--- src/rtl/fifo_rd_stream_pkg.sv ---
// Shared constants for the async FIFO read-side stream consumer.
// Holds parameter defaults and the legal read-latency encodings.
package fifo_pkg;

    localparam int DATA_WIDTH_DEF = 8;
    localparam int CNT_W_DEF      = 16;

    localparam int RD_LAT_COMB = 0;
    localparam int RD_LAT_REG  = 1;

    function automatic int buf_depth(input int rd_lat);
        return 2 + rd_lat;
    endfunction

endpackage

--- src/rtl/fifo_rd_stream_rd_out_buf.sv ---
// In-order circular skid buffer between FIFO pops and the m_* stream.
// Reports occupancy and presents the head entry combinationally.
module rd_out_buf #(
    parameter int DEPTH = 2,
    parameter int W     = 8,
    localparam int OW   = $clog2(DEPTH + 1),
    localparam int PW   = (DEPTH > 1) ? $clog2(DEPTH) : 1
) (
    input  logic          rclk,
    input  logic          rrst,
    input  logic          push,
    input  logic [W-1:0]  push_data,
    input  logic          pop,
    output logic [OW-1:0] occ,
    output logic [W-1:0]  head_data
);

    localparam logic [PW-1:0] LAST = PW'(DEPTH - 1);

    logic [W-1:0]  mem [DEPTH];
    logic [PW-1:0] head;
    logic [PW-1:0] tail;

    function automatic logic [PW-1:0] nxt(input logic [PW-1:0] p);
        return (p == LAST) ? '0 : p + 1'b1;
    endfunction

    assign head_data = mem[head];

    // Storage, pointers and occupancy; push and pop may share an edge
    always_ff @(posedge rclk or negedge rrst) begin
        if (!rrst) begin
            for (int i = 0; i < DEPTH; i++) mem[i] <= '0;
            head <= '0;
            tail <= '0;
            occ  <= '0;
        end else begin
            if (push) begin
                mem[tail] <= push_data;
                tail      <= nxt(tail);
            end
            if (pop) head <= nxt(head);
            unique case ({push, pop})
                2'b10:   occ <= occ + OW'(1);
                2'b01:   occ <= occ - OW'(1);
                default: occ <= occ;
            endcase
        end
    end

endmodule

--- src/rtl/fifo_rd_stream.sv ---
// Read-domain consumer: credit-gated FIFO pops feeding a valid/ready stream.
// Pops never depend on m_ready; buffer space is reserved before each pop.
module fifo_rd_stream
    import fifo_pkg::*;
#(
    parameter int DATA_WIDTH = DATA_WIDTH_DEF,
    parameter int RD_LAT     = RD_LAT_COMB,
    parameter int CNT_W      = CNT_W_DEF
) (
    input  logic                  rclk,
    input  logic                  rrst,
    input  logic                  rd_en,
    input  logic                  rempty,
    input  logic [DATA_WIDTH-1:0] rdata,
    output logic                  rinc,
    output logic                  m_valid,
    input  logic                  m_ready,
    output logic [DATA_WIDTH-1:0] m_data,
    output logic [CNT_W-1:0]      rd_count,
    output logic                  drained
);

    localparam int BUF_DEPTH = buf_depth(RD_LAT);
    localparam int OW        = $clog2(BUF_DEPTH + 1);

    logic [OW-1:0] occ;
    logic [OW-1:0] used;
    logic          infl;
    logic          push;
    logic          xfer;

    assign used    = occ + {{(OW-1){1'b0}}, infl};
    assign rinc    = rd_en & ~rempty & (used < OW'(BUF_DEPTH));
    assign m_valid = (occ != '0);
    assign xfer    = m_valid & m_ready;
    assign drained = rempty & (occ == '0) & ~infl;

    if (RD_LAT == RD_LAT_REG) begin : g_reg
        // A pop issued this cycle returns its data on the next edge
        always_ff @(posedge rclk or negedge rrst) begin
            if (!rrst) infl <= 1'b0;
            else       infl <= rinc;
        end
        assign push = infl;
    end else if (RD_LAT == RD_LAT_COMB) begin : g_comb
        assign infl = 1'b0;
        assign push = rinc;
    end else begin : g_bad
        $error("fifo_rd_stream: RD_LAT must be 0 or 1");
    end

    rd_out_buf #(
        .DEPTH (BUF_DEPTH),
        .W     (DATA_WIDTH)
    ) u_buf (
        .rclk      (rclk),
        .rrst      (rrst),
        .push      (push),
        .push_data (rdata),
        .pop       (xfer),
        .occ       (occ),
        .head_data (m_data)
    );

    // Delivered-word counter, wraps naturally
    always_ff @(posedge rclk or negedge rrst) begin
        if (!rrst)     rd_count <= '0;
        else if (xfer) rd_count <= rd_count + CNT_W'(1);
    end

endmodule

--- config.mk ---
export PLATFORM = sky130hd
export DESIGN_NAME = fifo_rd_stream
export DESIGN_NICKNAME = d
export VERILOG_FILES = /design/src/rtl/fifo_rd_stream_pkg.sv /design/src/rtl/fifo_rd_stream_rd_out_buf.sv /design/src/rtl/fifo_rd_stream.sv
export SDC_FILE = /design/constraint.sdc
export NUM_CORES = 1
export LEC_CHECK = 0
export CORE_ASPECT_RATIO = 0.9
export CORE_MARGIN = 2
export CORE_UTILIZATION = 48
export DETAILED_ROUTE_END_ITERATION = 8
export PLACE_DENSITY = 0.78
export REMOVE_ABC_BUFFERS = 1
export SKIP_LAST_GASP = 1
export SYNTH_ARGS = -nofsm -noshare
export SYNTH_HDL_FRONTEND = slang
export SYNTH_SLANG_ARGS = --single-unit
--- constraint.sdc ---
create_clock -name rclk -period 1.8 [get_ports rclk]
set_clock_uncertainty 0.2 [all_clocks]
set_input_delay 0.36 -clock rclk [delete_from_list [all_inputs] [get_ports rclk]]
set_output_delay 0.36 -clock rclk [all_outputs]
set_load 0.005 [all_outputs]
==> flow_summary.ini <==
[outcome]
status = finished, violations left
violations = setup timing

[logic_synthesis]
ys_seq_area_frac = 0.547
ys_warn_count = 0
synthDistinctLibCells = 24
synth_edf_count = 0
synth_area_per_cell_um2 = 13.2
synthFlopType = dfrtp_1
ys_ff_latch = 36
syn_inst = 125
syn-cell-area_um2 = 1650
async_reset_ff_frac = 1.00

[grt]
overflow = 0
first_global_vias = 1206
antenna_found_initial = 0
gr-usage-all-layers = 0.199
grt_pass1_wl_um = 5820
grt_max_degree = 37

[worst_setup_path]
r2r_setup_slack_ns = -0.02
worstPathCellList = buf_6 > buf_4 > mux2_2 > buf_2
rr_worst_depth = 9
cp_max_fo = 4
slowest_stage = dfrtp_2
crit_buf_inv = 3
cp-end-kind = output pin
critPathTopFamily = flip-flops
cp-start-kind = register
cp.arrival_ns = 1.33
path_class = register to output pin
path_depth = 4
slowest_delay_ns = 0.42
worstPathRequired_ns = 1.24

[drt]
via_per_inst = 5.04
wl_per_cell_um = 14.8
drtPass1Iterations = 4
route.vias.total = 1246
wl_um = 3650
dr.first_iter.drc_count = 35
ant_nets = 0
drcViolationCount = 0

[placement]
gp_congestion = 0.724
portBuffers = 39
hpwl_um = 2180

[clock_network]
clk_pin_slew_ns = 0.08
cts_tree = done
clockRootBuffer = clkbuf_8
cts_hold_buf = 0
htree_levels = 2
cts_buffer_depth = 2
clkLatencyLatePin_ns = 0.29
cts_buffers = 5
cts.sinks = 36

[power_and_ir_drop]
ir_drop_mv = 0.995
power.total_uw = 3690
p_per_area_nw_per_um2 = 1460
p_leak_uw = 0.00122

[layout]
area_delta_synth_final_pct = 53.2
diodes = 0
most-common-layout-cells = dfrtp_1, buf_4, clkdlybuf4s50_1
finalNetCount = 217
layout-drive-gt1-share = 0.468
mostFrequentLayoutCell = dfrtp_1
finalCoreUtilization = 0.758

[timing]
final_max_slew_viol_count = 0
worst_slack_ns = -0.0909
slew_headroom = 0.861
hold_violations = 0
setup_violations = 9
grt_setup_unrepaired = yes
min_period_over_period = 1.05
max_freq_mhz = 529
worst_pin_slew_ns = 0.208
finalCriticalPeriod_ns = 1.89

[worst_hold_path]
worstHoldPathType = input port to asynchronous set/reset pin

[flow_run]
cap_violations = 0

[floorplanning]
num_rows = 20
die_x_um = 65.8
initial_core_util = 0.495
core-area_um2 = 3330
die_h_um = 59.6
dieArea_um2 = 3920
ios = 40
## final timing paths
| check | from | to |
|---|---|---|
| worst min-delay path | rrst | u_buf.mem[8] |
| min in group rclk | rd_count[15] | rd_count[15] |
| worst max register to register | u_buf.occ[1] | u_buf.occ[1] |
| worst max-delay path | u_buf.head | m_data[7] |
| worst min register to register | rd_count[15] | rd_count[15] |
| max in group asynchronous | rrst | rd_count[0] |
## area by class of cell
type                            count  area [um^2]
Timing Repair Buffer               72          647
Fill cell                         236          805
Clock buffer                        5         68.8
Sequential cell                    36          906
Multi-Input combinational cell     81          777
Inverter                            6         27.5
Clock inverter                      3         42.5
Tap cell                           44         55.1
## routing by layer
metal	up-vias	wire length, um	GRT usage
met5	-	0	0
met1	622	1690	0.265
met4	0	41	0.0714
met3	7	180	0.0437
met2	39	1740	0.323
li1	578	-	-
## power by group
part	switching, uW	total, uW	internal [uW]	leakage [uW]
sequential	181	1290	1110	0.000442
combinational	610	1690	1080	0.000724
clock	300	709	410	0.0000541
## cell families (layout without fill, tap and decap cells)
logic type,count (synthesis),count (layout),synth area share
compound gates,1,1,0.00683
fa+ha+maj,2,2,0.0152
simple gates,34,34,0.139
buf+inv,8,86,0.0220
mux,24,24,0.164
flops,36,36,0.547
xor+xnor,20,20,0.106
## sequential cells by signal, summed over array words and instances, names as in the netlist
register,count
u_buf.occ,2
u_buf.tail,1
u_buf.mem,16
u_buf.head,1
rd_count,16
## stage by stage
stage	instance area, um^2	TNS, ns	hold slack [ns]	worst slack (ns)	instances
floorplan	1640	0	-0.136	0.159	123
global placement	2200	-4.55	0.261	-0.248	217
detailed placement	2200	-5.99	0.261	-0.301	217
CTS	2410	-1.38	0.250	-0.118	241
global route	2520	-0.875	0.260	-0.132	247
finish	2520	-0.424	0.235	-0.0909	247
## repair_timing
| item | CTS | global route |
|---|---|---|
| pin swaps | 5 | 4 |
| setup buffers | 16 | 9 |
| hold endpoints to repair | 0 | 0 |
| setup endpoints to repair | 20 | 26 |
| gates resized for setup | 49 | 21 |
## cells in the mapped netlist (2+ instances only)
| master | count | share of area |
|---|---|---|
| nand4_1 | 3 | 0.011 |
| nor2_1 | 6 | 0.014 |
| ha_1 | 2 | 0.015 |
| xor2_1 | 10 | 0.053 |
| dfrtp_1 | 36 | 0.55 |
| inv_1 | 5 | 0.011 |
| nor3_2 | 4 | 0.024 |
| xnor2_1 | 10 | 0.053 |
| mux2_2 | 24 | 0.16 |
| nand3_1 | 2 | 0.0061 |
| nand2_1 | 10 | 0.023 |
No activity file was read; power rests on OpenSTA's default activity.
